$ cat config.mk
export PLATFORM = sky130hd
export DESIGN_NAME = regfile_sb
export DESIGN_NICKNAME = d
export VERILOG_FILES = /design/src/rtl/regfile_sb.sv
export SDC_FILE = /design/constraint.sdc
export NUM_CORES = 2
export LEC_CHECK = 0
export CORE_AREA = 2 2 347 349
export CTS_CLUSTER_SIZE = 28
export DETAILED_ROUTE_END_ITERATION = 10
export DIE_AREA = 0 0 349 351
export GPL_TIMING_DRIVEN = 0
export PLACE_DENSITY = 0.66
export SYNTH_ARGS = -nofsm -noshare
export SYNTH_HDL_FRONTEND = slang
export SYNTH_SLANG_ARGS = --single-unit
export TNS_END_PERCENT = 20
$ cat constraint.sdc
create_clock -name clk -period 4.5 [get_ports clk]
set_input_delay 0.9 -clock clk [delete_from_list [all_inputs] [get_ports clk]]
set_output_delay 0.9 -clock clk [all_outputs]
set_load 0.005 [all_outputs]
$ cat src/rtl/regfile_sb.sv
// Register file with a write-through bypass, a pending-write scoreboard and an overflow flag bit.
// Register 0 always reads as zero. Bit 0 of FLAG_REG holds the ALU overflow status.
module regfile_sb #(
  parameter int DW       = 32,
  parameter int AW       = 5,
  parameter int NRD      = 2,
  parameter int FLAG_REG = 30
) (
  input  logic              clk,
  input  logic              rst,
  input  logic [NRD*AW-1:0] rd_addr,
  output logic [NRD*DW-1:0] rd_data,
  output logic [NRD-1:0]    rd_pend,
  input  logic              wr_en,
  input  logic [AW-1:0]     wr_addr,
  input  logic [DW-1:0]     wr_data,
  input  logic              pend_set,
  input  logic [AW-1:0]     pend_addr,
  input  logic              of_en,
  input  logic              of_flag,
  output logic [AW:0]       pend_cnt
);

  localparam int            DEPTH  = 2 ** AW;
  localparam logic [AW-1:0] FLAG_A = AW'(FLAG_REG);

  logic [DW-1:0] mem_q [DEPTH];
  logic [DW-1:0] mem_d [DEPTH];
  logic [DEPTH-1:0] pend_q, pend_d;
  logic [AW:0] cnt_q, cnt_d;

  logic wr_ok, set_ok, set_rise, clr_fall;

  assign wr_ok  = wr_en && (wr_addr != '0);
  assign set_ok = pend_set && (pend_addr != '0);

  // A set to the register being cleared this cycle wins, so that register never falls.
  assign set_rise = set_ok && !pend_q[pend_addr];
  assign clr_fall = wr_ok && pend_q[wr_addr] && !(set_ok && (pend_addr == wr_addr));

  always_comb begin
    mem_d = mem_q;
    if (wr_ok) begin
      mem_d[wr_addr] = wr_data;
    end
    if (of_en) begin
      mem_d[FLAG_REG][0] = of_flag;
    end
  end

  always_comb begin
    pend_d = pend_q;
    if (wr_ok) begin
      pend_d[wr_addr] = 1'b0;
    end
    if (set_ok) begin
      pend_d[pend_addr] = 1'b1;
    end
    pend_d[0] = 1'b0;
  end

  always_comb begin
    cnt_d = cnt_q + (AW + 1)'(set_rise) - (AW + 1)'(clr_fall);
  end

  always_ff @(posedge clk) begin
    if (rst) begin
      for (int i = 0; i < DEPTH; i++) begin
        mem_q[i] <= '0;
      end
      pend_q <= '0;
      cnt_q  <= '0;
    end else begin
      for (int i = 0; i < DEPTH; i++) begin
        mem_q[i] <= mem_d[i];
      end
      pend_q <= pend_d;
      cnt_q  <= cnt_d;
    end
  end

  assign pend_cnt = cnt_q;

  for (genvar k = 0; k < NRD; k++) begin : g_rd
    logic [AW-1:0] addr;
    logic [DW-1:0] data;
    logic          hit;

    assign addr = rd_addr[k*AW +: AW];
    assign hit  = wr_en && (wr_addr == addr);

    always_comb begin
      data = mem_q[addr];
      if (addr == '0) begin
        data = '0;
      end else if (hit) begin
        data = wr_data;
        if ((addr == FLAG_A) && of_en) begin
          data[0] = of_flag;
        end
      end else if ((addr == FLAG_A) && of_en) begin
        data[0] = of_flag;
      end
    end

    assign rd_data[k*DW +: DW] = data;
    assign rd_pend[k]          = pend_q[addr] && !hit;
  end

endmodule
==> results.json <==
{
  "antenna_found_initial": 26,
  "placed_cell_area_um2": 57000,
  "ios": 130,
  "cp_max_fo": 10,
  "final_max_slew_viol_count": 36,
  "grt_start_max_net_pins": 16,
  "die_h_um": 351,
  "finalCritPeriodShare_pct": 104,
  "grt_first_pass_wirelength_mm": 414,
  "cp-start-kind": "primary input",
  "drive_above_1_share_pct": 17.7,
  "cts_root_buf": "clkbuf_16",
  "ant_nets": 0,
  "hold_viol_final": 0,
  "syn-num-nets": 6124,
  "critPathKind": "in -> out",
  "synth.most_common_cell": "nand2_1",
  "power_mw": 22.8,
  "placed_cells": 7690,
  "finalNetCount": 6336,
  "maxSlewHeadroom_pct": -24.0,
  "setup-violations-final": 62,
  "ys.flop_type": "dfxtp_1",
  "areaGrowthSynthToFinish_pct": 16.5,
  "netlist_top_cells_area": "dfxtp_1 39%, mux4_2 23%, nand2_1 14%, a21oi_1 9.6%, clkbuf_1 3.4%",
  "synth_common_cells": "2057 x nand2_1, 1061 x dfxtp_1, 1036 x a21oi_1",
  "setup_ws_ns": -0.171,
  "synth_top_cell_area_share_pct": 39.2,
  "hold_path_class": "reg -> reg",
  "fin_crit_ns": 4.67,
  "clk_latency_ns": 0.80,
  "first_global_vias": 49643,
  "fp.dieW_um": 349,
  "synth_cell_type_count": 61,
  "tightestPinTransition_ns": 1.86,
  "grt_setup_unrepaired": "true",
  "drt_iter0_drc": 10178,
  "dr.max_layer_used": "met5",
  "coreArea_um2": 119000,
  "drv_cap": 5,
  "dr.pass1.iters": 6,
  "design_area_um2": 63200,
  "drt_wl_total_mm": 312,
  "setup_tns_ns": -4.62,
  "syn-instance-count": 6059,
  "hold_path_depth": 2,
  "yosys_warnings": 0,
  "route.met3.wl_mm": 51.8,
  "wl_met2_mm": 124,
  "clockBufferDepth": 3,
  "reg2regPathDepth": 15,
  "async_flop_share_pct": 0,
  "row_count": 127,
  "hold_ws_ns": 0.465,
  "numClockSinks": 1061,
  "synth_edf_count": 0,
  "vias_per_cell": 6.95,
  "synth.largest_area_cell": "dfxtp_1",
  "synth_seq_cells": 1061,
  "dieArea_um2": 122000,
  "crit_required_ns": 3.60,
  "hold_buffers": 0,
  "status": "finished with violations",
  "violations": "max-capacitance violations, max-slew violations, negative setup slack",
  "ys_seq_area_share_pct": 39.2,
  "cts.htree.levels": 3,
  "grt_use_total_pct": 49.8,
  "end_kind": "output pin",
  "fmax_ghz": 0.214,
  "leakage_nw": 20.3,
  "drc": 0,
  "place_ws_ns": -2.12,
  "fin_skew_ns": 0.0270,
  "initial_core_util_pct": 45.5,
  "fin_util_pct": 53.1,
  "gr-total-overflow": 0,
  "dp_hpwl_mm": 228,
  "syn_area_um2": 54200,
  "place_congestion": 1.09,
  "m1WireLength_mm": 105,
  "vdd_ir_drop_max_mv": 0.339,
  "path_clk_slew_ns": 0.06,
  "cts_tree": "done",
  "port_buffers": 80,
  "arrival_ns": 3.77,
  "avgSynthCellArea_um2": 8.95,
  "final_cells": 7934,
  "power_density_nw_per_um2": 361,
  "vias": 55180,
  "cts_buffers": 118,
  "wl_per_cell_um": 39.3
}
-- worst max-delay path, cell delays in order --
cell and delay, ns:
buf_4 0.23, buf_4 0.33, clkbuf_2 0.34, buf_8 0.24, mux4_2 0.30, o22ai_1 0.17
a211oi_4 0.41, a22o_1 0.27, clkdlybuf4s50_1 0.53
-- where the power goes --
group / internal [mW] / total [mW] / switching (mW)
logic: 0.818 / 2.87 / 2.05
registers: 9.48 / 9.55 / 0.0715
clock network: 5.94 / 10.4 / 4.47
-- cells by family after synthesis --
kind of cell | after synthesis | synth area share [%]
mux | 625 | 24.5
fa+ha+maj | 7 | 0.175
flops | 1061 | 39.2
buf+inv | 663 | 5.14
compound gates | 1334 | 13.7
xor+xnor | 19 | 0.307
simple gates | 2350 | 17.0
-- per-layer routing --
layer | vias to the layer above | global-route usage [%]
met5 | - | 0.0392
met4 | 22 | 39.9
met3 | 1372 | 22.8
met2 | 5097 | 68.4
met1 | 26979 | 59.8
li1 | 21710 | -
-- placed cells by master, fill, tap and decap left out, types with 13 or more instances in the layout --
master,n
a211o_1,18
a211oi_1,25
a21oi_1,1021
a22o_1,27
a22oi_1,130
buf_12,25
buf_4,40
buf_6,43
buf_8,22
clkbuf_1,439
clkbuf_16,122
clkbuf_2,58
clkbuf_4,25
clkbuf_8,37
clkdlybuf4s50_1,77
clkinv_2,27
dfxtp_1,1061
diode_2,17
mux2i_1,31
mux2i_2,13
mux2i_4,14
mux4_2,561
nand2_1,2055
nand3_1,21
nor2_1,111
nor2b_1,63
o22ai_1,49
-- flip-flops by register name (all words and copies together) (netlist names) --
signal and flops:
mem_q 1024, pend_q 31, pend_cnt 6
-- worst paths after layout --
check,end,slack (ns),start
hold reg to reg,mem_q[62],0.46,mem_q[62]
setup reg to reg,pend_cnt[4],1.22,pend_q[1]
setup / recovery,rd_data[39],-0.17,rd_addr[6]
hold / removal,mem_q[62],0.46,mem_q[62]
-- final cells by class --
class                           count  area, µm²
Antenna cell                       17       42.5
Buffer                            648       3830
Clock buffer                      172       3500
Clock inverter                     46        526
Fill cell                       11052      55800
Inverter                           14       55.1
Multi-Input combinational cell   4335      31100
Sequential cell                  1061      21200
Tap cell                         1548       1940
Timing Repair Buffer               93        948
-- what timing repair did --
| item | 4_1_cts | 5_1_grt |
|---|---|---|
| buffers inserted | 3 | 7 |
| endpoints found under the hold margin | 0 | 0 |
| pin swaps | 10 | 11 |
| gates resized for setup | 507 | 104 |
| setup endpoints to repair | 66 | 62 |
No activity file was read; power rests on OpenSTA's default activity.
